==> src/rtl/data_mem_responder.sv <==
// Word-addressed data memory behind a valid/ready request/response handshake with fixed wait states.
// Optional address checking is enabled by defining DATA_MEM_ERR_CHECK_EN.
module data_mem_responder #(
  parameter int unsigned DEPTH_WORDS = 64,
  parameter int unsigned WAIT_CYCLES = 2
) (
  input  logic        clk_i,
  input  logic        rst_i,
  input  logic        req_valid_i,
  output logic        req_ready_o,
  input  logic        req_we_i,
  input  logic [31:0] req_addr_i,
  input  logic [31:0] req_wdata_i,
  output logic        rsp_valid_o,
  input  logic        rsp_ready_i,
  output logic [31:0] rsp_rdata_o,
  output logic        rsp_err_o
);

  localparam int unsigned AW = $clog2(DEPTH_WORDS);
  localparam int unsigned CW = 4;

  typedef enum logic [1:0] {IDLE, WAIT, RESP} state_e;

  state_e          state_q, state_d;
  logic [CW-1:0]   cnt_q, cnt_d;
  logic            we_q, we_d;
  logic [31:0]     addr_q, addr_d;
  logic [31:0]     wdata_q, wdata_d;
  logic            ready_d, valid_d, err_d;
  logic [31:0]     rdata_d;
  logic            enter_resp;
  logic            mem_we;
  logic            cur_we;
  logic [31:0]     cur_addr, cur_wdata;
  logic [AW-1:0]   idx;
  logic            addr_err;
  logic            unused_addr;

  logic [31:0] mem [DEPTH_WORDS] = '{default: '0};

  // With zero wait states the access happens on the accepting edge, so use the live request there.
  assign cur_we    = (state_q == IDLE) ? req_we_i    : we_q;
  assign cur_addr  = (state_q == IDLE) ? req_addr_i  : addr_q;
  assign cur_wdata = (state_q == IDLE) ? req_wdata_i : wdata_q;
  assign idx       = cur_addr[AW+1:2];
  assign unused_addr = ^{cur_addr[31:AW+2], cur_addr[1:0]};

`ifdef DATA_MEM_ERR_CHECK_EN
  assign addr_err = (cur_addr[1:0] != 2'b00) || (cur_addr >= 32'(4 * DEPTH_WORDS));
`else
  assign addr_err = 1'b0;
`endif

  // Next-state and registered-output values.
  always_comb begin
    state_d    = state_q;
    cnt_d      = cnt_q;
    we_d       = we_q;
    addr_d     = addr_q;
    wdata_d    = wdata_q;
    valid_d    = rsp_valid_o;
    rdata_d    = rsp_rdata_o;
    err_d      = rsp_err_o;
    enter_resp = 1'b0;

    case (state_q)
      IDLE: begin
        if (req_valid_i) begin
          we_d    = req_we_i;
          addr_d  = req_addr_i;
          wdata_d = req_wdata_i;
          if (WAIT_CYCLES > 0) begin
            state_d = WAIT;
            cnt_d   = CW'(WAIT_CYCLES);
          end else begin
            enter_resp = 1'b1;
          end
        end
      end
      WAIT: begin
        cnt_d = cnt_q - CW'(1);
        if (cnt_q == CW'(1)) enter_resp = 1'b1;
      end
      RESP: begin
        if (rsp_ready_i) begin
          state_d = IDLE;
          valid_d = 1'b0;
          rdata_d = 32'h0;
          err_d   = 1'b0;
        end
      end
      default: state_d = IDLE;
    endcase

    if (enter_resp) begin
      state_d = RESP;
      cnt_d   = '0;
      valid_d = 1'b1;
      err_d   = addr_err;
      rdata_d = (addr_err || cur_we) ? 32'h0 : mem[idx];
    end

    ready_d = (state_d == IDLE);
    mem_we  = enter_resp && cur_we && !addr_err && !rst_i;
  end

  // State and output registers; reset wins over any accept or handshake.
  always_ff @(posedge clk_i) begin
    if (rst_i) begin
      state_q     <= IDLE;
      cnt_q       <= '0;
      we_q        <= 1'b0;
      addr_q      <= 32'h0;
      wdata_q     <= 32'h0;
      req_ready_o <= 1'b1;
      rsp_valid_o <= 1'b0;
      rsp_rdata_o <= 32'h0;
      rsp_err_o   <= 1'b0;
    end else begin
      state_q     <= state_d;
      cnt_q       <= cnt_d;
      we_q        <= we_d;
      addr_q      <= addr_d;
      wdata_q     <= wdata_d;
      req_ready_o <= ready_d;
      rsp_valid_o <= valid_d;
      rsp_rdata_o <= rdata_d;
      rsp_err_o   <= err_d;
    end
  end

  // Storage array; never cleared by reset.
  always_ff @(posedge clk_i) begin
    if (mem_we) mem[idx] <= cur_wdata;
  end

endmodule

==> config.mk <==
export PLATFORM = sky130hd
export DESIGN_NAME = data_mem_responder
export DESIGN_NICKNAME = d
export VERILOG_FILES = /design/src/rtl/data_mem_responder.sv
export SDC_FILE = /design/constraint.sdc
export NUM_CORES = 2
export LEC_CHECK = 0
export ABC_AREA = 0
export CAP_MARGIN = 20
export CORE_MARGIN = 3
export CORE_UTILIZATION = 35
export DETAILED_ROUTE_END_ITERATION = 8
export PLACE_DENSITY = 0.53
export SYNTH_ARGS = -nofsm -noshare
export SYNTH_HDL_FRONTEND = slang
export SYNTH_SLANG_ARGS = --single-unit
==> constraint.sdc <==
create_clock -name clk_i -period 7.7 [get_ports clk_i]
set_input_delay 1.155 -clock clk_i [delete_from_list [all_inputs] [get_ports clk_i]]
set_output_delay 1.155 -clock clk_i [all_outputs]
set_load 0.1 [all_outputs]
# After elaboration in Yosys (flattened, before gate mapping)
# Memories as Yosys holds them, arrays and structs flattened.
# Cells that the tools add are included.
dict set report word_totals {
  reg_bits 81
  ram_bits 2048
  input_bits 69
  mem_count 1
  elab_cells 46
}
# memory depth word_bits read_ports rd_ports_with_merged_regs write_ports line
set mem_list {}
lappend mem_list {mem 64 32 1 0 1 40} ;# logic [31:0] mem [DEPTH_WORDS] = '{default: '0};
dict set report op_classes {
  n_eq_ne 4
  add_sub_neg 1
  n_reduce_logical 12
  n_mux 20
}
# operator n
set op_table {}
lappend op_table {{$mux W32} 5}
lappend op_table {{$mux W1} 8}
lappend op_table {{$mux W8} 1}
lappend op_table {{$pmux W4 S2} 1}
lappend op_table {{$mux W2} 3}
lappend op_table {{$pmux W2 S3} 1}
lappend op_table {{$reduce_and A2 Y1} 3}
lappend op_table {{$reduce_bool A2 Y1} 3}
lappend op_table {{$eq A4 B1 Y1 const B} 1}
lappend op_table {{$logic_not A2 Y1} 2}
lappend op_table {{$mux W4} 1}
lappend op_table {{$sub A4 B1 Y4 const B} 1}
lappend op_table {{$eq A2 B1 Y1 const B} 1}
lappend op_table {{$eq A2 B2 Y1 const B} 1}
lappend op_table {{$logic_and A1 B1 Y1} 2}
lappend op_table {{$ne A2 B2 Y1 const B} 1}
lappend op_table {{$reduce_or A2 Y1} 1}
lappend op_table {{$logic_not A1 Y1} 1}

# Logic depth before layout (Yosys ltp)
dict set report depth {
  word_depth 7
  ltp_mapped 12
  depth_no_buf 8
}

# Worst setup path before layout
# Ideal clock, no wire load.
dict set report synth_path {
  path_kind {input port to flip-flop}
  start {input req_addr_i[4]}
  end {memory mem[0][0] (enable)}
  required_ps 7279
  path_slack_ps 3004
  setup_time_ps 421
  stages 8
  t_arrival_ps 4275
  cell_sequence {buf_2 -> or4_1 -> o31ai_1 -> buf_2 -> buf_2 -> buf_1 -> nand3_1 -> nor2_1}
}
dict set report synth_via {
  elab_chain_len 1
}
# element line
set synth_lines {}
lappend synth_lines {{start, declared} 12} ;# input logic [31:0] req_addr_i,
lappend synth_lines {{$mux W8} 44} ;# assign cur_addr = (state_q == IDLE) ? req_addr_i : addr_q;
lappend synth_lines {{end, declared} 40}
# Every way passes these cells.

# Worst setup path in the final report
dict set report layout_path {
  start {input req_addr_i[3]}
  end {memory mem[34][17] (enable)}
}
# Same word-level chain as after synthesis.

==> impl_summary.txt <==
----------------------------------------------------
[Outcome]
  Result of the run ... finished, final reports clean

[Clock tree]
  Worst-Skew Late Latency ... 0.87 ns
  Clock transition at the registers of the reported paths ... 0.06 ns
  Worst-case clock buffer depth ... 3
  TritonCTS clock tree ... built
  CTS HTree Levels ... 4
  Root cell of the clock tree ... sky130_fd_sc_hd__clkbuf_16
  Setup fix buffers added after clock tree synthesis ... 0
  Number of buffers created by CTS ... 208
  Total clock sinks ... 2127
  Number of hold-repair buffers added at the cts stage ... 0
  PostCTS Resize Cnt ... 0

[Finish]
  Combined flip-flop and latch cell area ... 0.0631 mm^2
  Final-stage net count ... 5492
  Synthesis-to-finish area growth ... 15.8%
  Fraction of layout instances using a drive strength above 1 ... 0.118
  Fill cell total of the finished layout ... 20518
  Final standard cell utilization of the core ... 0.410
  Multi-input combinational cell area ... 0.0160 mm^2

[GRT]
  Vias in the first global route ... 48783
  Wire length of the first global-routing pass ... 401 mm
  Maximum number of pins on one net before global-route repair ... 102
  GRT Util Overall ... 0.242
  Number of antenna violations at the first check in global routing ... 16
  GRT Residual Overflow ... 0

[Synthesis]
  Number of enable-type register cells in the synthesized netlist ... 2048
  Synth Cell Area ... 0.0800 mm^2
  Top post-synthesis cells by count ... sky130_fd_sc_hd__edfxtp_1 (2048), sky130_fd_sc_hd__nand2_1 (911), sky130_fd_sc_hd__o22ai_1 (478)
  Fraction of synthesized cell area taken by the top area cell type ... 0.769
  Number of warnings reported in the yosys synthesis log ... 0
  Number of distinct standard cells referenced by the synthesized netlist ... 76
  Post-synthesis sequential area ratio ... 0.789
  Flip-flop cell with the highest count after synthesis ... sky130_fd_sc_hd__edfxtp_1
  Synthesized Nets ... 5328
  Ranking of synthesized cells by area ... sky130_fd_sc_hd__edfxtp_1 (77%), sky130_fd_sc_hd__nand2_1 (4.3%), sky130_fd_sc_hd__o22ai_1 (3.7%)
  Flip-flop and latch count after synthesis ... 2127
  Average cell area after synthesis ... 15.2 um^2
  Fraction of synthesis flops using an asynchronous set or reset pin ... 0
  Number of instances in the synthesized netlist ... 5257
  Cell accounting for the most synthesized area ... sky130_fd_sc_hd__edfxtp_1
  Top-count cell post-synth ... sky130_fd_sc_hd__edfxtp_1

[Setup path]
  Longest individual stage delay on the worst path ... 0.88 ns
  Critical-path maximum fanout ... 24
  Slowest stage cell, crit path ... sky130_fd_sc_hd__nor2_4
  Cell breakdown of the critical path ... clkdlybuf4s50_1, nor2b_1, nand2_1, nand2_4, nand3_1, nor2_4, buf_4
  Depth of the worst register-to-register path ... 6
  Data arrival time at the worst-slack endpoint ... 5.61 ns
  Req. time, crit path ... 8.16 ns
  Critical path startpoint ... req_addr_i[3]
  Critical Path Sink ... mem[34][17]$_DFFE_PP_
  Capturing point of the worst reg2reg path ... mem[34][17]$_DFFE_PP_
  Critical Path End Type ... flop
  Element type at the critical path start ... input port
  Critical path class ... in -> reg
  Worst-case register-to-register setup slack ... 3.02 ns
  Launching point of the worst reg2reg path ... addr_q[3]$_SDFFE_PP0P_

[Detailed routing]
  Routed vias/inst ... 6.01
  Number of vias in the routed layout ... 51669
  Iteration-0 DRC count of the detailed router ... 6765
  Routed wire length ... 291 mm
  Remaining DRCs ... 0
  Routed wire per std cell ... 33.9 um
  DRT antenna net count ... 0
  Detailed-routing iteration count for the pre-antenna-repair pass ... 6

[STA]
  Transition at the pin with the smallest max-transition slack ... 1.22 ns
  Post-route fraction of the period consumed by the critical path ... 0.669
  Worst slew slack as a fraction of its limit ... 0.182
  Setup-violating endpoint count in the final report ... 0
  Highest clock frequency the design can meet ... 194 MHz
  Final hold violations ... 0
  Unrepaired setup endpoints after global routing ... no
  Max-slew violation total from the final report ... 0
  Min cycle time layout ... 5.15 ns
  Final-layout setup total negative slack ... 0 ns
  Final clock skew ... 0.0562 ns

[Floorplan]
  Effective utilization at floorplan ... 0.354
  Number of I/O pins ... 104
  Num rows ... 174
  Width of the chip ... 484 um
  Die Footprint ... 0.234 mm^2
  Die Height ... 484 um
  Area of the core ... 0.226 mm^2

[Pwr]
  Leakage power ... 0.0292 uW
  Power density over the cells ... 271 mW/mm^2
  Largest voltage drop on the vdd net ... 207 uV

[Place]
  Last weighted congestion value of the routability-driven placer ... 0.860
  HPWL after DPL ... 161 mm
  Port Buf Inserts ... 76

[Min path]
  Worst min-delay path category ... reg -> reg

[Flow run]
  Max-cap viol count ... 0

----------------------------------------------------
[through the flow]
step / cell area, um^2 / hold WS (ns) / instances / worst slack [ns] / power, uW
floorplan: 80000 / 0.436 / 5257 / 3.00 / 14400
global placement: 86100 / 0.441 / 8203 / 1.78 / 15400
detailed placement: 86100 / 0.447 / 8203 / 1.79 / 15500
CTS: 92600 / 0.455 / 8595 / 2.66 / 25200
global route: 92600 / 0.474 / 8595 / 2.55 / 25700
finish: 92600 / 0.455 / 8601 / 2.55 / 25100
[worst min path at each step]
stage,startpoint,end,slack [ns],cells past startpoint
detailed placement,wdata_q[2]$_SDFFE_PP0P_,wdata_q[2]$_SDFFE_PP0P_,0.45,2
finish,wdata_q[2]$_SDFFE_PP0P_,wdata_q[2]$_SDFFE_PP0P_,0.45,2
floorplan,we_q$_SDFFE_PP0P_,we_q$_SDFFE_PP0P_,0.44,2
global route,wdata_q[16]$_SDFFE_PP0P_,wdata_q[16]$_SDFFE_PP0P_,0.47,2
CTS,wdata_q[2]$_SDFFE_PP0P_,wdata_q[2]$_SDFFE_PP0P_,0.46,2
global placement,we_q$_SDFFE_PP0P_,we_q$_SDFFE_PP0P_,0.44,2
[layout make-up]
class | count | area share
Sequential cell | 2127 | 0.681
Inverter | 9 | 0.000365
Multi-Input combinational cell | 2772 | 0.173
Clock buffer | 273 | 0.0608
Clock inverter | 119 | 0.00998
Tap cell | 2992 | 0.0404
Timing Repair Buffer | 303 | 0.0344
Antenna cell | 6 | 0.000162
[sequential cells by signal, summed over array words and instances (netlist names)]
signal / count
addr_q: 6
we_q: 1
cnt_q: 4
wdata_q: 32
rsp_valid_o: 1
req_ready_o: 1
mem: 2048
rsp_rdata_o: 32
state_q: 2
[power breakdown]
| group | switching (uW) | internal [uW] | total, uW |
|---|---|---|---|
| logic | 1810 | 512 | 2320 |
| registers | 20.0 | 12900 | 12900 |
| clock network | 4430 | 5430 | 9860 |
[critical path, delay by kind of cell]
kind	cells	cell delay, ns
buffers and inverters	2	1.27
AND/OR/NAND/NOR	5	3.12
[cells by family (layout without fill, tap and decap cells)]
| group | count (synthesis) | in the layout | synth area share |
|---|---|---|---|
| simple gates | 1463 | 1463 | 0.0769 |
| flops | 2127 | 2127 | 0.789 |
| compound gates | 1214 | 1214 | 0.102 |
| mux | 92 | 92 | 0.0120 |
| fa+ha+maj | 2 | 2 | 0.000313 |
| other cells | 1 | 7 | 0.0000469 |
| buf+inv | 358 | 704 | 0.0203 |
[routing by layer]
layer / wire length (um) / track usage / share of wire / up-vias
met2: 136000 / 0.388 / 0.47 / 2996
li1: - / - / - / 21069
met1: 116000 / 0.331 / 0.40 / 27054
met5: 42 / 0 / 0.00014 / -
met3: 27100 / 0.0397 / 0.093 / 544
met4: 12600 / 0.0920 / 0.043 / 6
[cell usage in the layout, fill, tap and decap left out, drive strengths merged, types with 14 or more instances in the layout]
cell	netlist	routed
nor2	207	207
a32o	28	28
o21ai	44	44
clkinv	0	104
o22ai	478	478
edfxtp	2048	2048
nand2	912	912
mux2i	92	92
nor3	35	35
a31oi	124	124
a21oi	220	220
dfxtp	79	79
buf	248	228
nor4	45	45
inv	9	14
a211oi	51	51
a22oi	23	23
o31ai	17	17
nand3	186	186
a32oi	102	102
and3	30	30
o221ai	48	48
clkbuf	101	273
clkdlybuf4s50	0	75
Power figures use the tool's default switching activity.
